[src/rtl/decode_stage_if.sv]
// Handshake bundle around the decode stage: fetch-side request, decoded-bundle response and flush.
// The master modport is the environment (fetch plus consumer); the slave modport is the stage.
interface decode_stage_if #(
  parameter int XLEN = 32,
  parameter int PC_W = 32
);
  logic            flush;
  logic            in_valid;
  logic            in_ready;
  logic [31:0]     in_instr;
  logic [PC_W-1:0] in_pc;
  logic            out_valid;
  logic            out_ready;
  logic [PC_W-1:0] out_pc;
  logic [3:0]      alucontrol;
  logic            reg_write;
  logic            mem_write;
  logic [1:0]      result_src;
  logic            alu_src_imm;
  logic [XLEN-1:0] imm;
  logic [4:0]      rd;
  logic [4:0]      rs1;
  logic [4:0]      rs2;
  logic            is_branch;
  logic            is_jump;
  logic            illegal;

  modport master (
    output flush, in_valid, in_instr, in_pc, out_ready,
    input  in_ready, out_valid, out_pc, alucontrol, reg_write, mem_write,
           result_src, alu_src_imm, imm, rd, rs1, rs2, is_branch, is_jump, illegal
  );

  modport slave (
    input  flush, in_valid, in_instr, in_pc, out_ready,
    output in_ready, out_valid, out_pc, alucontrol, reg_write, mem_write,
           result_src, alu_src_imm, imm, rd, rs1, rs2, is_branch, is_jump, illegal
  );
endinterface

[src/rtl/decode_stage.sv]
// Registered RV32I/RV64I decode stage with valid/ready on both sides, optional skid entry and flush.
// Instructions are decoded combinationally on entry; the output register and skid entry hold decoded bundles.
module decode_stage #(
  parameter int XLEN = 32,
  parameter int PC_W = 32,
  parameter int SKID = 1
) (
  input logic           clk,
  input logic           rst,
  decode_stage_if.slave bus
);

  localparam logic [6:0] OP_R      = 7'b0110011;
  localparam logic [6:0] OP_I      = 7'b0010011;
  localparam logic [6:0] OP_LOAD   = 7'b0000011;
  localparam logic [6:0] OP_STORE  = 7'b0100011;
  localparam logic [6:0] OP_BRANCH = 7'b1100011;
  localparam logic [6:0] OP_JAL    = 7'b1101111;
  localparam logic [6:0] OP_JALR   = 7'b1100111;
  localparam logic [6:0] OP_LUI    = 7'b0110111;
  localparam logic [6:0] OP_AUIPC  = 7'b0010111;

  localparam logic [3:0] ALU_ADD  = 4'd0;
  localparam logic [3:0] ALU_SUB  = 4'd1;
  localparam logic [3:0] ALU_AND  = 4'd2;
  localparam logic [3:0] ALU_OR   = 4'd3;
  localparam logic [3:0] ALU_XOR  = 4'd4;
  localparam logic [3:0] ALU_SLL  = 4'd5;
  localparam logic [3:0] ALU_SRL  = 4'd6;
  localparam logic [3:0] ALU_SRA  = 4'd7;
  localparam logic [3:0] ALU_SLTU = 4'd8;
  localparam logic [3:0] ALU_SLT  = 4'd9;

  typedef struct packed {
    logic [PC_W-1:0] pc;
    logic [3:0]      alucontrol;
    logic            reg_write;
    logic            mem_write;
    logic [1:0]      result_src;
    logic            alu_src_imm;
    logic [XLEN-1:0] imm;
    logic [4:0]      rd;
    logic [4:0]      rs1;
    logic [4:0]      rs2;
    logic            is_branch;
    logic            is_jump;
    logic            illegal;
  } dec_t;

  function automatic logic signed [XLEN-1:0] sext32(input logic [31:0] v);
    logic signed [XLEN-1:0] r;
    r       = {XLEN{v[31]}};
    r[31:0] = v;
    return r;
  endfunction

  function automatic logic [3:0] alu_code(input logic [2:0] f3, input logic b30, input logic is_r);
    logic [3:0] c;
    case (f3)
      3'b000:  c = (is_r && b30) ? ALU_SUB : ALU_ADD;
      3'b111:  c = ALU_AND;
      3'b110:  c = ALU_OR;
      3'b100:  c = ALU_XOR;
      3'b001:  c = ALU_SLL;
      3'b101:  c = b30 ? ALU_SRA : ALU_SRL;
      3'b011:  c = ALU_SLTU;
      default: c = ALU_SLT;
    endcase
    return c;
  endfunction

  function automatic dec_t decode(input logic [31:0] i, input logic [PC_W-1:0] pc);
    dec_t                   d;
    logic [2:0]             f3;
    logic signed [XLEN-1:0] imm_i, imm_s, imm_b, imm_j, imm_u;
    logic [XLEN-1:0]        shamt;
    f3    = i[14:12];
    imm_i = sext32({{20{i[31]}}, i[31:20]});
    imm_s = sext32({{20{i[31]}}, i[31:25], i[11:7]});
    imm_b = sext32({{19{i[31]}}, i[31], i[7], i[30:25], i[11:8], 1'b0});
    imm_j = sext32({{11{i[31]}}, i[31], i[19:12], i[20], i[30:21], 1'b0});
    imm_u = sext32({i[31:12], 12'b0});
    // Shift-immediates carry only the shift amount; RV64 widens it to six bits.
    shamt = '0;
    if (XLEN == 64) shamt[5:0] = i[25:20];
    else            shamt[4:0] = i[24:20];
    d     = '0;
    d.pc  = pc;
    d.rd  = i[11:7];
    d.rs1 = i[19:15];
    d.rs2 = i[24:20];
    case (i[6:0])
      OP_R: begin
        d.reg_write  = 1'b1;
        d.alucontrol = alu_code(f3, i[30], 1'b1);
      end
      OP_I: begin
        d.reg_write   = 1'b1;
        d.alu_src_imm = 1'b1;
        d.alucontrol  = alu_code(f3, i[30], 1'b0);
        d.imm         = (f3 == 3'b001 || f3 == 3'b101) ? shamt : imm_i;
      end
      OP_LOAD: begin
        d.reg_write   = 1'b1;
        d.result_src  = 2'b01;
        d.alu_src_imm = 1'b1;
        d.imm         = imm_i;
      end
      OP_STORE: begin
        d.mem_write   = 1'b1;
        d.alu_src_imm = 1'b1;
        d.imm         = imm_s;
      end
      OP_BRANCH: begin
        d.imm = imm_b;
        case (f3)
          3'b000:  d.alucontrol = 4'd0;
          3'b001:  d.alucontrol = 4'd1;
          3'b100:  d.alucontrol = 4'd2;
          3'b101:  d.alucontrol = 4'd3;
          3'b110:  d.alucontrol = 4'd4;
          3'b111:  d.alucontrol = 4'd5;
          default: d.illegal    = 1'b1;
        endcase
        d.is_branch = !d.illegal;
      end
      OP_JAL: begin
        d.reg_write  = 1'b1;
        d.result_src = 2'b10;
        d.is_jump    = 1'b1;
        d.imm        = imm_j;
      end
      OP_JALR: begin
        d.reg_write   = 1'b1;
        d.result_src  = 2'b10;
        d.is_jump     = 1'b1;
        d.alu_src_imm = 1'b1;
        d.imm         = imm_i;
      end
      OP_LUI: begin
        d.reg_write  = 1'b1;
        d.result_src = 2'b11;
        d.imm        = imm_u;
      end
      OP_AUIPC: begin
        d.reg_write   = 1'b1;
        d.alu_src_imm = 1'b1;
        d.imm         = imm_u;
      end
      default: d.illegal = 1'b1;
    endcase
    return d;
  endfunction

  dec_t in_dec;
  dec_t out_d, out_q;
  dec_t skid_d, skid_q;
  logic out_vld_d, out_vld_q;
  logic skid_vld_d, skid_vld_q;
  logic in_ready_d, in_ready_q;
  logic in_ready;
  logic accept;

  assign in_dec   = decode(bus.in_instr, bus.in_pc);
  assign in_ready = (SKID != 0) ? in_ready_q : (!out_vld_q || bus.out_ready);
  assign accept   = bus.in_valid && in_ready && !bus.flush;

  always_comb begin
    out_d      = out_q;
    skid_d     = skid_q;
    out_vld_d  = out_vld_q;
    skid_vld_d = skid_vld_q;
    if (bus.flush) begin
      out_vld_d  = 1'b0;
      skid_vld_d = 1'b0;
    end else if (!out_vld_q || bus.out_ready) begin
      // Output slot frees this edge: the older skid entry goes first to keep order.
      if (skid_vld_q) begin
        out_d      = skid_q;
        out_vld_d  = 1'b1;
        skid_vld_d = accept;
        if (accept) skid_d = in_dec;
      end else begin
        out_vld_d = accept;
        if (accept) out_d = in_dec;
      end
    end else if (accept && SKID != 0) begin
      skid_d     = in_dec;
      skid_vld_d = 1'b1;
    end
    in_ready_d = !skid_vld_d;
  end

  // Stage boundary: output register and skid entry.
  always_ff @(posedge clk) begin
    if (rst) begin
      out_q      <= '0;
      skid_q     <= '0;
      out_vld_q  <= 1'b0;
      skid_vld_q <= 1'b0;
      in_ready_q <= 1'b1;
    end else begin
      out_q      <= out_d;
      skid_q     <= skid_d;
      out_vld_q  <= out_vld_d;
      skid_vld_q <= skid_vld_d;
      in_ready_q <= in_ready_d;
    end
  end

  assign bus.in_ready    = in_ready;
  assign bus.out_valid   = out_vld_q;
  assign bus.out_pc      = out_q.pc;
  assign bus.alucontrol  = out_q.alucontrol;
  assign bus.reg_write   = out_q.reg_write;
  assign bus.mem_write   = out_q.mem_write;
  assign bus.result_src  = out_q.result_src;
  assign bus.alu_src_imm = out_q.alu_src_imm;
  assign bus.imm         = out_q.imm;
  assign bus.rd          = out_q.rd;
  assign bus.rs1         = out_q.rs1;
  assign bus.rs2         = out_q.rs2;
  assign bus.is_branch   = out_q.is_branch;
  assign bus.is_jump     = out_q.is_jump;
  assign bus.illegal     = out_q.illegal;

endmodule

[src/flat_wrapper.sv]
// flat-port wrapper written by rule: the top's interface ports become plain ports
module decode_stage_flat 
#(
  parameter int XLEN = 32,
  parameter int PC_W = 32,
  parameter int SKID = 1
)
  (clk, rst, bus_flush, bus_in_valid, bus_in_instr, bus_in_pc, bus_out_ready, bus_in_ready, bus_out_valid, bus_out_pc, bus_alucontrol, bus_reg_write, bus_mem_write, bus_result_src, bus_alu_src_imm, bus_imm, bus_rd, bus_rs1, bus_rs2, bus_is_branch, bus_is_jump, bus_illegal);
  decode_stage_if #(.XLEN(XLEN), .PC_W(PC_W)) bus_i ();
  input logic clk;
  input logic rst;
  input wire logic [$bits(bus_i.flush)-1:0] bus_flush;
  input wire logic [$bits(bus_i.in_valid)-1:0] bus_in_valid;
  input wire logic [$bits(bus_i.in_instr)-1:0] bus_in_instr;
  input wire logic [$bits(bus_i.in_pc)-1:0] bus_in_pc;
  input wire logic [$bits(bus_i.out_ready)-1:0] bus_out_ready;
  output wire logic [$bits(bus_i.in_ready)-1:0] bus_in_ready;
  output wire logic [$bits(bus_i.out_valid)-1:0] bus_out_valid;
  output wire logic [$bits(bus_i.out_pc)-1:0] bus_out_pc;
  output wire logic [$bits(bus_i.alucontrol)-1:0] bus_alucontrol;
  output wire logic [$bits(bus_i.reg_write)-1:0] bus_reg_write;
  output wire logic [$bits(bus_i.mem_write)-1:0] bus_mem_write;
  output wire logic [$bits(bus_i.result_src)-1:0] bus_result_src;
  output wire logic [$bits(bus_i.alu_src_imm)-1:0] bus_alu_src_imm;
  output wire logic [$bits(bus_i.imm)-1:0] bus_imm;
  output wire logic [$bits(bus_i.rd)-1:0] bus_rd;
  output wire logic [$bits(bus_i.rs1)-1:0] bus_rs1;
  output wire logic [$bits(bus_i.rs2)-1:0] bus_rs2;
  output wire logic [$bits(bus_i.is_branch)-1:0] bus_is_branch;
  output wire logic [$bits(bus_i.is_jump)-1:0] bus_is_jump;
  output wire logic [$bits(bus_i.illegal)-1:0] bus_illegal;
  assign bus_i.flush = bus_flush;
  assign bus_i.in_valid = bus_in_valid;
  assign bus_i.in_instr = bus_in_instr;
  assign bus_i.in_pc = bus_in_pc;
  assign bus_i.out_ready = bus_out_ready;
  assign bus_in_ready = bus_i.in_ready;
  assign bus_out_valid = bus_i.out_valid;
  assign bus_out_pc = bus_i.out_pc;
  assign bus_alucontrol = bus_i.alucontrol;
  assign bus_reg_write = bus_i.reg_write;
  assign bus_mem_write = bus_i.mem_write;
  assign bus_result_src = bus_i.result_src;
  assign bus_alu_src_imm = bus_i.alu_src_imm;
  assign bus_imm = bus_i.imm;
  assign bus_rd = bus_i.rd;
  assign bus_rs1 = bus_i.rs1;
  assign bus_rs2 = bus_i.rs2;
  assign bus_is_branch = bus_i.is_branch;
  assign bus_is_jump = bus_i.is_jump;
  assign bus_illegal = bus_i.illegal;
  decode_stage #(.XLEN(XLEN), .PC_W(PC_W), .SKID(SKID)) u_core (.clk(clk), .rst(rst), .bus(bus_i));
endmodule
[config.mk]
export PLATFORM = sky130hd
export DESIGN_NAME = decode_stage_flat
export DESIGN_NICKNAME = d
export VERILOG_FILES = /design/src/rtl/decode_stage_if.sv /design/src/rtl/decode_stage.sv /design/src/flat_wrapper.sv
export SDC_FILE = /design/constraint.sdc
export NUM_CORES = 1
export LEC_CHECK = 0
export ABC_AREA = 1
export CAP_MARGIN = 20
export CORE_MARGIN = 8
export CORE_UTILIZATION = 58
export CTS_BUF_LIST = sky130_fd_sc_hd__clkbuf_2
export DETAILED_ROUTE_END_ITERATION = 10
export PLACE_DENSITY = 0.91
export REMOVE_ABC_BUFFERS = 1
export SLEW_MARGIN = 40
export SYNTH_ARGS = -nofsm -noshare
export SYNTH_HDL_FRONTEND = slang
export SYNTH_SLANG_ARGS = --single-unit
[constraint.sdc]
create_clock -name clk -period 3 [get_ports clk]
set_input_delay 0.45 -clock clk [delete_from_list [all_inputs] [get_ports clk]]
set_output_delay 0.45 -clock clk [all_outputs]
set_load 0.01 [all_outputs]
# After elaboration in Yosys (flattened, before gate mapping)
# Cells that the tools add are included.
[classes] add_sub_neg=0 n_mul=0 div=0 magnitude_cmp=0 n_eq_ne=16 n_shift=0 muxes=27 bitwise_logic=1 n_reduce_logical=20
[op_table] operator="$mux 91" count=5
[op_table] operator="$pmux 32 s6" count=1
[op_table] operator="$pmux 4 s7" count=2
[op_table] operator="$mux 32" count=1
[op_table] operator="$eq 7x6->1 const B" count=3
[op_table] operator="$eq 7x7->1 const B" count=3
[op_table] operator="$pmux 3 s5" count=1
[op_table] operator="$eq 7x5->1 const B" count=2
[op_table] operator="$mux 1" count=14
[op_table] operator="$eq 3x3->1 const B" count=4
[op_table] operator="$pmux 4 s3" count=1
[op_table] operator="$reduce_or 2->1" count=4
[op_table] operator="$reduce_or 8->1" count=1
[op_table] operator="$eq 7x2->1 const B" count=1
[op_table] operator="$reduce_or 7->1" count=1
[op_table] operator="$pmux 2 s3" count=1
[op_table] operator="$reduce_or 6->1" count=1
[op_table] operator="$reduce_or 5->1" count=1
[op_table] operator="$logic_not 1->1" count=4
[op_table] operator="$eq 3x1->1 const B" count=1
[op_table] operator="$eq 3x2->1 const B" count=1
[op_table] operator="$logic_not 3->1" count=1
[op_table] operator="$reduce_and 3->1" count=1
[op_table] operator="$logic_and 1x1->1" count=2
[op_table] operator="other kinds (6)" count=7
[word_totals] regBits=185 latchBits=0 ram_bits=0 romBits=0 inputBits=69 out_inout_bits=93 word_cells=93 mem_count=0

# Depth between registers and ports, before layout
# Gate-level depths: netlist (run 1).
[logic_depth] word_depth=9 mapped_depth=11 ltp_nobuf=10

# Worst setup path before layout (run 1)
# Ideal clock, no wire load.
[synth_timing] path_type="input -> register" start="in bus_in_valid" end="reg u_core.out_q (netlist bit u_core.bus.out_pc[16])" setup_time_ns=0.126 arrival_ns=1.428 required_ns=2.874 path_slack_ns=1.446 stages=7 path_buffers=2 cell_sequence="nand2_1 nor2_1 nor2_1 nor3_4 clkbuf_1 buf_2 a31oi_1"
[synth_between] elab_chain_len=4
[synth_rtl] element="from (decl)" line="flat_wrapper.sv:13" source="input wire logic [$bits(bus_i.in_valid)-1:0] bus_in_valid;"
[synth_rtl] element="$logic_and 1x1->1 (2 in a row)" line="decode_stage.sv:166" source="assign accept = bus.in_valid && in_ready && !bus.flush;"
[synth_rtl] element="$reduce_bool 2->1 (no line)"
[synth_rtl] element="$reduce_and 3->1 (no line)"
[synth_rtl] element="to (signal assigned)" line="decode_stage.sv:203" source="out_q <= out_d;"
[synth_rtl] element="to (decl)" line="decode_stage.sv:156" source="dec_t out_d, out_q;"
# No other way between the ends.
# A chain may end at the register's enable or synchronous reset.

# Worst setup path after layout (run 1)
[layout_timing] start="reg u_core.skid_vld_q" end="reg u_core.out_q (netlist bit u_core.bus.imm[17])"
[layout_between] elab_chain_len=2 elab_cells_between_ends=3 classes_between="mux: 1; reduce/logical: 2"
[layout_rtl] element="from (decl)" line="decode_stage.sv:159" source="logic skid_vld_d, skid_vld_q;"
[layout_rtl] element="from (signal assigned)" line="decode_stage.sv:206" source="skid_vld_q <= skid_vld_d;"
[layout_rtl] element="$reduce_bool 2->1 (no line)"
[layout_rtl] element="$reduce_and 3->1 (no line)"
# Several ways; a longest one is shown, not always the timed one.

==> impl_results.md, run 1 <==
* Die height at 133.9 um
* ANT nets after route at 0
* Synth area leader: dfxtp_1
* GP Congestion at 0.8718
* Grt total ovfl at 0
* Max-Cap Viols at 0
* DRC errors left at 0
* Antenna violations before repair at 0
* Iteration-0 DRC Markers at 863
* Endpoints failing hold at 0
* Htree depth at 4
* Cell depth of the worst hold path at 3
* Setup_tns at 0 ns
* Post-synth ARST share at 0
* P&R area growth vs syn at 22.75%
* Core Footprint at 13,720 um2
* Largest cells by area after synthesis: dfxtp_1, o21ai_0, nand2_1
* Final Slew Violations at 0
* Worst hold path class: primary input to register
* Reg2reg path depth at 5
* Critical Path End Type: register
* # Post-CTS Setup Buffers at 0
* Cells after Synth at 1,136
* PD cells at 438.5 nW/um2
* WL/cell at 15.52 um
* Worst VDD drop at 263.4 uV
* GR Util All Layers at 0.2393
* Worst R2R End: u_core.bus.imm[17]
* Reg2Reg Setup Slack at 0.66 ns
* Clock buffer depth at 2
* CTS tree: yes
* Netlist Area Pre-Place at 8063 um2
* Skew-Pair Late Insertion Delay at 0.76 ns
* Number of synthesized flops with an enable pin at 0
* Post-CTS resize count at 0
* First-pass GRT wire length at 35.97 mm
* Fin crit period at 2.343 ns
* Die area at 17,930 um2
* Leakage power at 4.025 nW
* Starting Density at 0.5877
* Worst setup margin at 0.6566 ns
* CP max FO at 50
* Vias at 8,126
* Worst EP arrival at 3.01 ns
* Share of cells above drive strength 1 at 0.04777
* Clk_skew at 0.02161 ns
* Post-synth top area share at 0.4593
* Worst slew margin at 0.4969
* Clock slew at reported path FFs at 0.25 ns
* Worst setup SP type: register
* Yosys cell types at 27
* Worst hold slack at 0.2459 ns
* Unrepaired setup endpoints after global routing: no
* Post-synth top flop: dfxtp_1
* I/O Buffers at 161
* Initial DRT Pass Iterations at 5
* Final layout net count at 1,312
* Largest net degree at the start of global routing at 81
* Maximum clock frequency at 426.7 MHz
* Total Wirelength at 22.28 mm
* Rows at 43
* Place WS at 0.4669 ns
* CTS Hold Bufs at 0
* Vias in the first global route at 7,233
* Total power at 4.340 mW
* CP Capture Point: u_core.bus.imm[17]
* Synth Warn # at 0
* Die width at 133.9 um
* TritonCTS Buffers at 17
* CP Class: register to register
* Ports at 162
* TritonCTS Sinks at 185
* Via density at 5.659
* CP Data Required Time at 3.67 ns
* Yosys reg bits at 185
* RR Startpoint: u_core.skid_vld_q
* DP Wirelength at 14.13 mm
* Ant diodes at 0
* Final instance area at 9897 um2
* Status: finished, final reports clean
* Endpoints failing setup at 0
* Clock root buffer master: clkbuf_2
* Post-DP Area at 9674 um2
* Critical Path Start: u_core.skid_vld_q
* Register area share after synthesis at 0.4593
* Period Utilization, post-route at 0.7811
* Slew @ Worst Pin at 0.7546 ns
* Avg Inst Size Synth at 7.097 um2
registers in the layout, indices dropped and copies added, names as in the netlist, 2 cells and up:
signal                 flops
u_core.bus.alucontrol      4
u_core.bus.out_pc         32
u_core.bus.rs2             5
u_core.bus.rd              5
u_core.bus.result_src      2
u_core.bus.imm            32
u_core.skid_q             91
u_core.bus.rs1             5
worst max-delay path, cell delays in order, from the launching register on:
cell      delay (ns)
dfxtp_4         0.77
nor2_1          0.20
nor3_4          0.27
clkinv_2        0.59
a21oi_1         0.33
a21oi_1         0.09
worst min path at each step:
stage / startpoint / to / slack (ns)
5_1_grt: bus_in_pc[0] / u_core.bus.out_pc[0] / 0.23
2_1_floorplan: u_core.skid_q[53] / u_core.skid_q[53] / 0.43
3_5_place_dp: u_core.skid_q[53] / u_core.skid_q[53] / 0.45
4_1_cts: bus_in_pc[30] / u_core.bus.out_pc[30] / 0.20
6_report: bus_in_pc[30] / u_core.bus.out_pc[30] / 0.25
3_3_place_gp: u_core.skid_q[53] / u_core.skid_q[53] / 0.43
metrics by stage:
stage / cells / util
after floorplan: 1047 / -
after global placement: 1404 / 0.7049
after detailed placement: 1404 / 0.7052
after CTS: 1436 / 0.7213
after global routing: 1436 / 0.7214
final: 1436 / 0.7214
cells in the final DEF (no fill, tap or decap), types with 4 or more instances in the layout:
master,instances
nand2_1,206
nand3b_1,6
a21boi_0,5
clkinv_1,5
a31oi_1,50
nor2_1,166
clkdlybuf4s50_1,161
a21oi_1,106
o21ai_0,197
inv_1,48
o21bai_1,12
nand3_1,40
dfxtp_1,184
nand2_4,4
buf_12,4
clkbuf_2,19
buf_4,11
o21ai_1,4
cells in the mapped netlist (5+ instances only):
master    number
a21oi_1      106
a21boi_0       5
nand3b_1       6
buf_2         25
nand2_1      206
o21bai_1      12
nand3_1       40
buf_4          5
dfxtp_1      185
nor2_1       166
o21ai_0      197
a31oi_1       50
inv_1         49
clkbuf_1      53
area by class of cell:
class,count,area (um2)
inverters,53,203.9
fillers,1110,3822
multi-input cells,809,3754
well taps,180,225.2
clock inverters,13,126.4
clock buffers,19,95.09
flip-flops and latches,185,3707
repair buffers,177,1785
per-layer routing:
layer	up-vias	global-route usage	wire, um	part of all wire
met4	0	0.07735	359	0.016
met1	3754	0.3146	9661	0.43
met3	31	0.04600	1941	0.087
met5	-	0	0	0
li1	3999	-	-	-
met2	342	0.3873	10320	0.46
cells by family after synthesis:
logic type / share of synthesized area
buffers and inverters: 0.07511
flip-flops: 0.4593
AND/OR/NAND/NOR: 0.2187
AO/OA/AOI/OAI: 0.2469
power by group:
group          internal [mW]  total (mW)  switching, mW
clock network          0.382        1.23          0.846
logic                  0.268       0.535          0.267
registers               2.54        2.58         0.0380
total                   3.19        4.34           1.15
No activity file was read; power rests on OpenSTA's default activity.
==> run 2, diff against run 1 <==
--- a/config.mk
+++ b/config.mk
@@ -8,10 +8,10 @@
 export ABC_AREA = 1
 export CAP_MARGIN = 20
 export CORE_MARGIN = 8
-export CORE_UTILIZATION = 58
+export CORE_UTILIZATION = 48
 export CTS_BUF_LIST = sky130_fd_sc_hd__clkbuf_2
 export DETAILED_ROUTE_END_ITERATION = 10
-export PLACE_DENSITY = 0.91
+export PLACE_DENSITY = 0.8
 export REMOVE_ABC_BUFFERS = 1
 export SLEW_MARGIN = 40
 export SYNTH_ARGS = -nofsm -noshare
==> constraint.sdc (replaced) <==
create_clock -name clk -period 2 [get_ports clk]
set_input_delay 0.3 -clock clk [delete_from_list [all_inputs] [get_ports clk]]
set_output_delay 0.3 -clock clk [all_outputs]
set_load 0.01 [all_outputs]
==> impl_results.md, run 2 (same netlist as run 1, synthesis figures left out) <==
* Clock buffer depth at 2
* GR Util All Layers at 0.2144
* Sequential Area at 3794 um2
* CTS tree: yes
* Worst VDD drop at 315.7 uV
* Starting Density at 0.4879
* CP max stage delay at 0.40 ns
* CP Data Required Time at 1.70 ns
* Slowest CP cell: dfxtp_1
* Clk_skew at 0.02160 ns
* Unrepaired setup endpoints after global routing: no
* Vias at 8,215
* Worst setup margin at 0.2371 ns
* Slew @ Worst Pin at 0.4723 ns
* CTS Hold Bufs at 0
* Ports at 162
* Most frequent cells in the layout: nand2_1, o21ai_0, nor2_1
* Max-Cap Viols at 0
* Antenna violations before repair at 0
* Htree depth at 4
* Via density at 5.398
* I/O Buffers at 161
* Largest net degree at the start of global routing at 81
* Area of the multi-input gates at 3754 um2
* TritonCTS Buffers at 17
* WP buf/inv at 1
* Die area at 21,200 um2
* Critical Path End Type: output port
* Reg2Reg Setup Slack at 0.35 ns
* Total Wirelength at 23.23 mm
* Place WS at -0.1121 ns
* Iteration-0 DRC Markers at 515
* Die height at 145.6 um
* Rows at 47
* Worst setup SP type: register
* Fin crit period at 1.763 ns
* Clock slew at reported path FFs at 0.26 ns
* Endpoints failing hold at 0
* Worst slew margin at 0.6851
* CP max FO at 2
* Maximum clock frequency at 567.3 MHz
* Total power at 6.505 mW
* Period Utilization, post-route at 0.8814
* DP Wirelength at 15.28 mm
* Worst hold path class: primary input to register
* GP Congestion at 0.8789
* Worst hold slack at 0.1061 ns
* Final layout net count at 1,359
* TritonCTS Sinks at 185
* Biggest register: u_core.skid_q
* Skew-Pair Late Insertion Delay at 0.74 ns
* Cell Chain, Critical Path: dlygate4sd2_1
* Number of flip-flops in the largest register at 91
* WL/cell at 15.26 um
* Initial DRT Pass Iterations at 5
* Vias in the first global route at 7,766
* Final Slew Violations at 0
* Layout fillers at 1,517
* Worst EP arrival at 1.46 ns
* First-pass GRT wire length at 38.27 mm
* ANT nets after route at 0
* DRC errors left at 0
* CP Class: register to output port
* Core Footprint at 16,520 um2
* P&R area growth vs syn at 29.45%
* Family with the most delay on the worst path: flip-flops
* Share of cells above drive strength 1 at 0.1352
* Clock root buffer master: clkbuf_2
* Die width at 145.6 um
* PD cells at 623.2 nW/um2
* Commonest non-fill, non-tap cell in the layout: nand2_1
* Endpoints failing setup at 0
* Status: finished, final reports clean
* Grt total ovfl at 0
* Leakage power at 4.724 nW
* Ant diodes at 0
[run 2: metrics by stage]
stage | TNS, ns | util | area, um2 | cells
final | 0 | 0.6316 | 10440 | 1522
after global routing | 0 | 0.6316 | 10440 | 1522
after CTS | 0 | 0.6316 | 10440 | 1522
after detailed placement | -2.053 | 0.6193 | 10230 | 1489
after global placement | -0.4751 | 0.6193 | 10230 | 1489
after floorplan | -551.60 | - | 7656 | 1047
[run 2: area by class of cell]
class / count / area share
Multi-Input combinational cell: 809 / 0.3596
Inverter: 53 / 0.01942
Clock inverter: 13 / 0.01235
Tap cell: 220 / 0.02637
Timing Repair Buffer: 224 / 0.2101
Sequential cell: 185 / 0.3635
Clock buffer: 18 / 0.008631
[run 2: tightest hold or removal path, cell delays in order]
cell and delay, ns:
clkdlybuf4s50_1 0.41, nand2_1 0.07, a31oi_1 0.07
[run 2: final timing paths]
kind                                            from                   end  cells after the start
worst max-delay path              u_core.bus.imm[31]           bus_imm[31]                      1
worst min register to register     u_core.skid_q[60]  u_core.bus.out_pc[1]                      2
worst min-delay path                    bus_in_pc[0]  u_core.bus.out_pc[0]                      3
worst max register to register  u_core.bus.out_valid     u_core.skid_q[75]                      9
[run 2: report_power, final]
group / internal (mW) / switching, mW / leakage [nW]
Sequential: 3.82 / 0.0518 / 1.53
Combinational: 0.384 / 0.421 / 3.06
Clock: 0.561 / 1.27 / 0.132
[run 2: what timing repair did]
action / in CTS / in global routing
endpoints found under the setup margin: 93 / 0
resized for setup: 162 / 0
setup buffers: 2 / 0
[run 2: layer usage]
metal  share of wire  GRT usage  wire (um)  up-vias
met4           0.014    0.06507        330        0
met5               0          0          0        -
met2            0.46     0.3500      10800      284
met1            0.46     0.2719      10580     3804
met3           0.065    0.05690       1520       31
li1                -          -          -     4096
==> run 3, diff against run 2 <==
--- a/config.mk
+++ b/config.mk
@@ -13,6 +13,7 @@
 export DETAILED_ROUTE_END_ITERATION = 10
 export PLACE_DENSITY = 0.8
 export REMOVE_ABC_BUFFERS = 1
+export SETUP_SLACK_MARGIN = 0.15
 export SLEW_MARGIN = 40
 export SYNTH_ARGS = -nofsm -noshare
 export SYNTH_HDL_FRONTEND = slang
==> impl_results.md, run 3 (same netlist as run 1, synthesis figures left out) <==
* Vias in the first global route at 7,766
* I/O Buffers at 161
* Grt total ovfl at 0
* Die area at 21,200 um2
* Clock buffer depth at 2
* Die width at 145.6 um
* Worst slew margin at 0.6866
* First-pass GRT wire length at 38.27 mm
* Antenna violations before repair at 0
* Reg power frac at 0.595
* ANT nets after route at 0
* Via density at 5.426
* Htree depth at 4
* Worst setup SP type: register
* Critical Path End Type: output port
* GR Util All Layers at 0.2144
* Period Utilization, post-route at 0.8641
* Number of flip-flops in the largest register at 91
* Worst EP arrival at 1.43 ns
* Skew-Pair Late Insertion Delay at 0.74 ns
* Endpoints failing setup at 0
* CTS Hold Bufs at 0
* Rows at 47
* CP Class: register to output port
* Fin crit period at 1.728 ns
* WP buf/inv at 1
* Ant diodes at 0
* DP Wirelength at 15.28 mm
* Clock power frac at 0.282
* Crit. path cell count at 1
* CTS tree: yes
* WL/cell at 15.29 um
* Share of cells above drive strength 1 at 0.1375
* Status: finished, final reports clean
* Starting Density at 0.4879
* TritonCTS Buffers at 17
* Unrepaired setup endpoints after global routing: no
* Cell depth of the worst hold path at 3
* TritonCTS Sinks at 185
* Slew @ Worst Pin at 0.4702 ns
* DRC errors left at 0
* Layout fillers at 1,512
* Final instance area at 10,440 um2
* GP Congestion at 0.8789
* Int Pwr at 4.765 mW
* Final Slew Violations at 0
* Total Wirelength at 23.27 mm
* Final layout net count at 1,359
* Worst VDD drop at 315.0 uV
* Clk_skew at 0.02412 ns
* Reg2reg path depth at 9
* NetSw at 1.745 mW
* Leakage power at 4.696 nW
* CP max stage delay at 0.39 ns
* Placed cell count at 1,489
* Largest net degree at the start of global routing at 81
* Maximum clock frequency at 578.6 MHz
* Slowest CP cell: dfxtp_1
* Clock slew at reported path FFs at 0.26 ns
* Post-DP Area at 10,230 um2
* Vias at 8,259
* Ports at 162
* Die height at 145.6 um
* Switch share at 0.2680
* Most frequent cells in the layout: nand2_1, o21ai_0, nor2_1
* Commonest non-fill, non-tap cell in the layout: nand2_1
* Max-Cap Viols at 0
* CP Data Required Time at 1.70 ns
* Place WS at -0.1121 ns
* Clock root buffer master: clkbuf_2
* Family with the most delay on the worst path: flip-flops
* Initial DRT Pass Iterations at 7
* P&R area growth vs syn at 29.53%
* Worst hold path class: primary input to register
* Worst setup margin at 0.2718 ns
* Core Footprint at 16,520 um2
* Comb power frac at 0.124
* Final Core Density at 0.6320
* Iteration-0 DRC Markers at 560
* Biggest register: u_core.skid_q
* Cell Chain, Critical Path: dlygate4sd2_1
* PD cells at 623.3 nW/um2
* Endpoints failing hold at 0
* Post-Layout Cell Count at 1,522
* CP max FO at 2
[run 3: layout make-up]
| class | instances | area (um2) | area share |
|---|---|---|---|
| Tap cell | 220 | 275.3 | 0.02636 |
| Multi-Input combinational cell | 809 | 3754 | 0.3594 |
| Clock buffer | 18 | 90.09 | 0.008626 |
| Clock inverter | 13 | 128.9 | 0.01234 |
| Sequential cell | 185 | 3795 | 0.3634 |
| Timing Repair Buffer | 224 | 2198 | 0.2105 |
| Inverter | 53 | 202.7 | 0.01941 |
[run 3: worst min-delay path, delay by kind of cell]
family | cells | cell delay (ns)
AO/OA/AOI/OAI | 1 | 0.07
buffers and inverters | 1 | 0.41
AND/OR/NAND/NOR | 1 | 0.07
[run 3: routing by layer]
metal / part of all wire / global-route usage / vias to the layer above / wire length [um]
met5: 0 / 0 / - / 0
met4: 0.013 / 0.06507 / 0 / 301
met3: 0.067 / 0.05690 / 25 / 1565
met2: 0.47 / 0.3500 / 292 / 10880
met1: 0.45 / 0.2719 / 3850 / 10520
li1: - / - / 4092 / -
[run 3: worst paths after layout]
check | start | endpoint | slack [ns]
setup reg to reg | u_core.bus.out_valid | u_core.skid_q[34] | 0.36
hold reg to reg | u_core.skid_q[60] | u_core.bus.out_pc[1] | 0.46
hold / removal | bus_in_pc[0] | u_core.bus.out_pc[0] | 0.10
setup / recovery | u_core.bus.rd[2] | bus_rd[2] | 0.27
[run 3: power groups by stage]
stage                     clock network [mW]  logic, mW  registers [mW]
after floorplan                            0      0.286            3.97
after global placement                     0      0.853            3.93
after detailed placement                   0      0.862            3.93
after CTS                               1.89      0.807            3.87
after global routing                    2.03      0.884            3.89
final                                   1.83      0.805            3.87
[run 3: metrics by stage]
step                      total power [mW]  setup TNS (ns)  hold WS [ns]
after floorplan                      4.258         -551.60        0.4237
after global placement               4.783         -0.4751        0.4344
after detailed placement             4.794          -2.053        0.4479
after CTS                            6.571               0       0.02434
after global routing                 6.805               0       0.01250
final                                6.510               0        0.1010
[run 3: timing repair]
item,in CTS,in global routing
gates resized for setup,162,13
endpoints found under the setup margin,93,11
gates cloned,0,0
pin swaps,0,0
endpoints found under the hold margin,0,0
setup buffers,2,0
==> variant 1: new RTL, config.mk and constraints of run 2 <==
Make the reset (`rst`) asynchronous in one clocked block.
--- a/src/rtl/decode_stage.sv
+++ b/src/rtl/decode_stage.sv
@@ -192,7 +192,7 @@
   end
 
   // Stage boundary: output register and skid entry.
-  always_ff @(posedge clk) begin
+  always_ff @(posedge clk or posedge rst) begin
     if (rst) begin
       out_q      <= '0;
       skid_q     <= '0;
Behaviour: differs if rst is asserted again (counterexample within 4 cycles, from zero or initial values and one cycle with rst high); with rst held inactive, the same outputs for 4 cycles.
==> variant 1 against run 2 <==
- worst hold slack worse by 0.015 ns
- routed wire length is 2.7% higher
- final area is 9.0% higher
- register-to-register slack hardly changed
- sequential cell count stayed put
- synthesized area is 9.0% higher
- worst setup slack worse by 0.090 ns
- critical endpoint is now bus_in_ready
- largest cell class unchanged
Power is not compared: it rests on default switching activity, and its combinational part moved more than twofold at a synthesized area within 25%.
==> variant 1: results (changes against run 2) <==
global-route wire length before repair 38.74 mm (was 38.27 mm); top cells by count, synth nand2_1, dfrtp_1, nor2_1, nand3_1, a31oi_1 (was nand2_1, o21ai_0, dfxtp_1, nor2_1, a21oi_1); FF-to-FF Start u_core.bus.in_ready (was u_core.bus.out_valid); Seq/total area 40.70% (was 36.35%); area of the multi-input gates 3622 µm² (was 3754 µm²); clk_buf instances 19 (was 18); Sequential Area 4632 µm² (was 3794 µm²); worst hold slack 0.09072 ns (was 0.1061 ns); multi-input gates 820 (was 809); clock skew 0.03119 ns (was 0.02160 ns); status finished, final reports clean (unchanged); GRT Total Usage 21.05% (was 21.44%); worst-margin pin slew 0.6605 ns (was 0.4723 ns); synthesized instance count 1,138 (was 1,136); Main synth FF type dfrtp_1 (was dfxtp_1); Non-CTS buffers 247 (was 224); Non-clock buffers, area share 20.51% (was 21.01%); complex-gate fraction of the synthesized area 11.27% (was 24.69%); Post-CTS Resized 93 (was 162); Final Util 63.36% (was 63.16%); Reg2Reg Capture Point u_core.skid_q[40] (was u_core.skid_q[75]); dpl hpwl 16.32 mm (was 15.28 mm); DP Worst Slack -0.1765 ns (was -0.1121 ns); filler cell count 1,606 (was 1,517); Critical path destination bus_in_ready (was bus_imm[31]); sequential element share of the synthesized area 52.68% (was 45.93%); Starting DRT DRC Count 636 (was 515); Final GP Congestion 0.8216 (was 0.8789); layout cells sized above 1 10.28% (was 13.52%); largest stage delay on the critical path 0.58 ns (was 0.40 ns); number of post-CTS setup repair buffers 23 (was 2); Non-clk invs 61 (was 53); largest net degree at the start of global routing 80 (was 81)
variant 1: cell types whose count changed in the layout (fill, tap and decap cells not counted), sizes merged, moves of 13 or more:
cell / before / now
a31oi: 50 / 63
buf: 63 / 85
nand3: 40 / 71
dfxtp: 185 / 0
a21oi: 106 / 53
nand2: 213 / 436
nor2: 168 / 113
o21ai: 201 / 54
dfrtp: 0 / 184
variant 1: routing by layer:
| metal | GRT usage, % | part of all wire (%) | up-vias |
|---|---|---|---|
| li1 | - | - | 4059 |
| met1 | 28.14 | 45 | 3908 |
| met2 | 34.22 | 47 | 277 |
| met3 | 4.093 | 7.1 | 23 |
| met4 | 5.839 | 1.2 | 0 |
| met5 | 0 | 0 | - |
variant 1: power by group through the flow:
stage                     Clock (mW)  Sequential (mW)  Combinational [mW]
after floorplan                    0             5.15                1.05
after global placement             0             5.04                2.34
after detailed placement           0             5.08                2.40
after CTS                       2.15             4.99                2.32
after global routing            2.30             5.10                2.56
final                           2.09             4.99                2.29
==> variant 2: new RTL, settings of run 2 <==
Without the edit above. `PC_W` is set to 32 in 3 places; all go to 24.
--- a/src/rtl/decode_stage_if.sv
+++ b/src/rtl/decode_stage_if.sv
@@ -2,7 +2,7 @@
 // The master modport is the environment (fetch plus consumer); the slave modport is the stage.
 interface decode_stage_if #(
   parameter int XLEN = 32,
-  parameter int PC_W = 32
+  parameter int PC_W = 24
 );
   logic            flush;
   logic            in_valid;
--- a/src/rtl/decode_stage.sv
+++ b/src/rtl/decode_stage.sv
@@ -2,7 +2,7 @@
 // Instructions are decoded combinationally on entry; the output register and skid entry hold decoded bundles.
 module decode_stage #(
   parameter int XLEN = 32,
-  parameter int PC_W = 32,
+  parameter int PC_W = 24,
   parameter int SKID = 1
 ) (
   input logic           clk,
--- a/src/flat_wrapper.sv
+++ b/src/flat_wrapper.sv
@@ -2,7 +2,7 @@
 module decode_stage_flat 
 #(
   parameter int XLEN = 32,
-  parameter int PC_W = 32,
+  parameter int PC_W = 24,
   parameter int SKID = 1
 )
   (clk, rst, bus_flush, bus_in_valid, bus_in_instr, bus_in_pc, bus_out_ready, bus_in_ready, bus_out_valid, bus_out_pc, bus_alucontrol, bus_reg_write, bus_mem_write, bus_result_src, bus_alu_src_imm, bus_imm, bus_rd, bus_rs1, bus_rs2, bus_is_branch, bus_is_jump, bus_illegal);
Interface: changed (resized bus_in_pc and bus_out_pc); port bits go from 162 to 146. No check against the original RTL was run, so the function may have changed too.
==> variant 2 against run 2 <==
- power shrank 9.8%
- sequential power fell by 8.8%
- sequential cell count decreased by 16
- synthesized area fell by 6.9%
- final area down 7.5%
- routed wire length down 7.2%
- clock skew increased by 0.0031 ns
- first-iteration DRC count rose by 39%
- worst setup slack worse by 0.16 ns
==> variant 2: results (changes against run 2) <==
wire per inst 15.24 µm (was 15.26 µm); filler cell count 1,382 (was 1,517); met3 wire len 1.643 mm (was 1.520 mm); Critical path destination bus_out_pc[11] (was bus_imm[31]); worst IR drop on VDD 318.8 µV (was 315.7 µV); leak pwr 4.926 nW (was 4.724 nW); Buffers on Ports 145 (was 161); hold_sp bus_in_instr[15] (was bus_in_pc[0]); multi-input gates 735 (was 809); reg2reg path depth 4 (was 9); FF-to-FF Start u_core.skid_vld_q (was u_core.bus.out_valid); initial antenna violation count 0 (unchanged); top cells by area, synth dfxtp_1, o21ai_0, nand2_1 (unchanged); GRT Total Usage 21.33% (was 21.44%); Non-CTS buffers 190 (was 224); multi-input gate share of total cell area 35.63% (was 35.96%); drc violations 0 (unchanged); status finished, final reports clean (unchanged); worst-margin pin slew 0.6933 ns (was 0.4723 ns); Worst Hold End u_core.bus.rs1[0] (was u_core.bus.out_pc[0]); Non-clk invs 81 (was 53); Reg2Reg Capture Point u_core.bus.alu_src_imm (was u_core.skid_q[75]); top cells by count, synth nand2_1, dfxtp_1, o21ai_0, nor2_1, a21oi_1 (was nand2_1, o21ai_0, dfxtp_1, nor2_1, a21oi_1); sequential element share of the synthesized area 45.06% (was 45.93%); Yosys cell types 28 (was 27); Seq cells post-synth 169 (was 185); Reg clk slew, reported paths 0.24 ns (was 0.26 ns); layout cells sized above 1 14.45% (was 13.52%); family with the most delay on the worst path buffers and inverters (was flip-flops); WP data arrival 1.62 ns (was 1.46 ns); largest net degree at the start of global routing 91 (was 81); metal2 WL 9.954 mm (was 10.80 mm); Seq/total area 35.82% (was 36.35%); n_diodes 0 (unchanged); Non-clock buffers, area share 20.79% (was 21.01%); complex-gate fraction of the synthesized area 24.26% (was 24.69%); largest stage delay on the critical path 0.52 ns (was 0.40 ns); syn_area_per_cell 7.063 µm² (was 7.097 µm²); final cell count without fillers 1,415 (was 1,522); final net count 1,255 (was 1,359); Placed Area 9344 µm² (was 10,230 µm²); global-route track usage on met1 26.85% (was 27.19%); dpl hpwl 14.20 mm (was 15.28 mm); Slowest cell on crit path clkdlybuf4s50_1 (was dfxtp_1); final-layout clock-cell area share 1.852% (was 2.098%); GRT met2 Usage 35.71% (was 35.00%); Final GP Congestion 0.9249 (was 0.8789); global-route wire length before repair 35.08 mm (was 38.27 mm); clock skew 0.02466 ns (was 0.02160 ns); Starting DRT DRC Count 714 (was 515); max reg flops 83 (was 91); Final Util 63.30% (was 63.16%); GRT met3 Usage 4.456% (was 5.690%); number of global-route vias before repair 7,011 (was 7,766); M1 WL 9.641 mm (was 10.58 mm)
variant 2: cell types whose count changed in the layout (fill, tap and decap cells not counted), sizes merged, moves of 4 or more:
cell,run 2,this run
dlygate4sd2,93,39
dlymetal6s2s,0,42
inv,53,80
nand2,213,188
buf,63,45
nor2,168,150
dfxtp,185,169
o21ai,201,189
o21bai,12,0
a21oi,106,115
a31oi,50,42
nand3b,6,0
a21boi,5,0
clkdlybuf4s50,68,64
variant 2: stage by stage:
stage	worst slack [ns]	hold slack, ns
after floorplan	-3.095	0.3785
after global placement	-0.03153	0.4506
after detailed placement	-0.08156	0.4595
after CTS	0.0001570	0.08540
after global routing	-0.0001441	0.04908
final	0.08197	0.1234
variant 2: repair_timing:
item	CTS	global route
gates resized for setup	71	68
buffers inserted	0	1
setup endpoints to repair	55	46
variant 2: report_power, final:
part	internal, mW	switching [mW]	leakage (nW)	total [mW]
clock network	0.432	1.16	0.113	1.59
registers	3.49	0.0490	1.40	3.53
logic	0.356	0.389	3.42	0.745
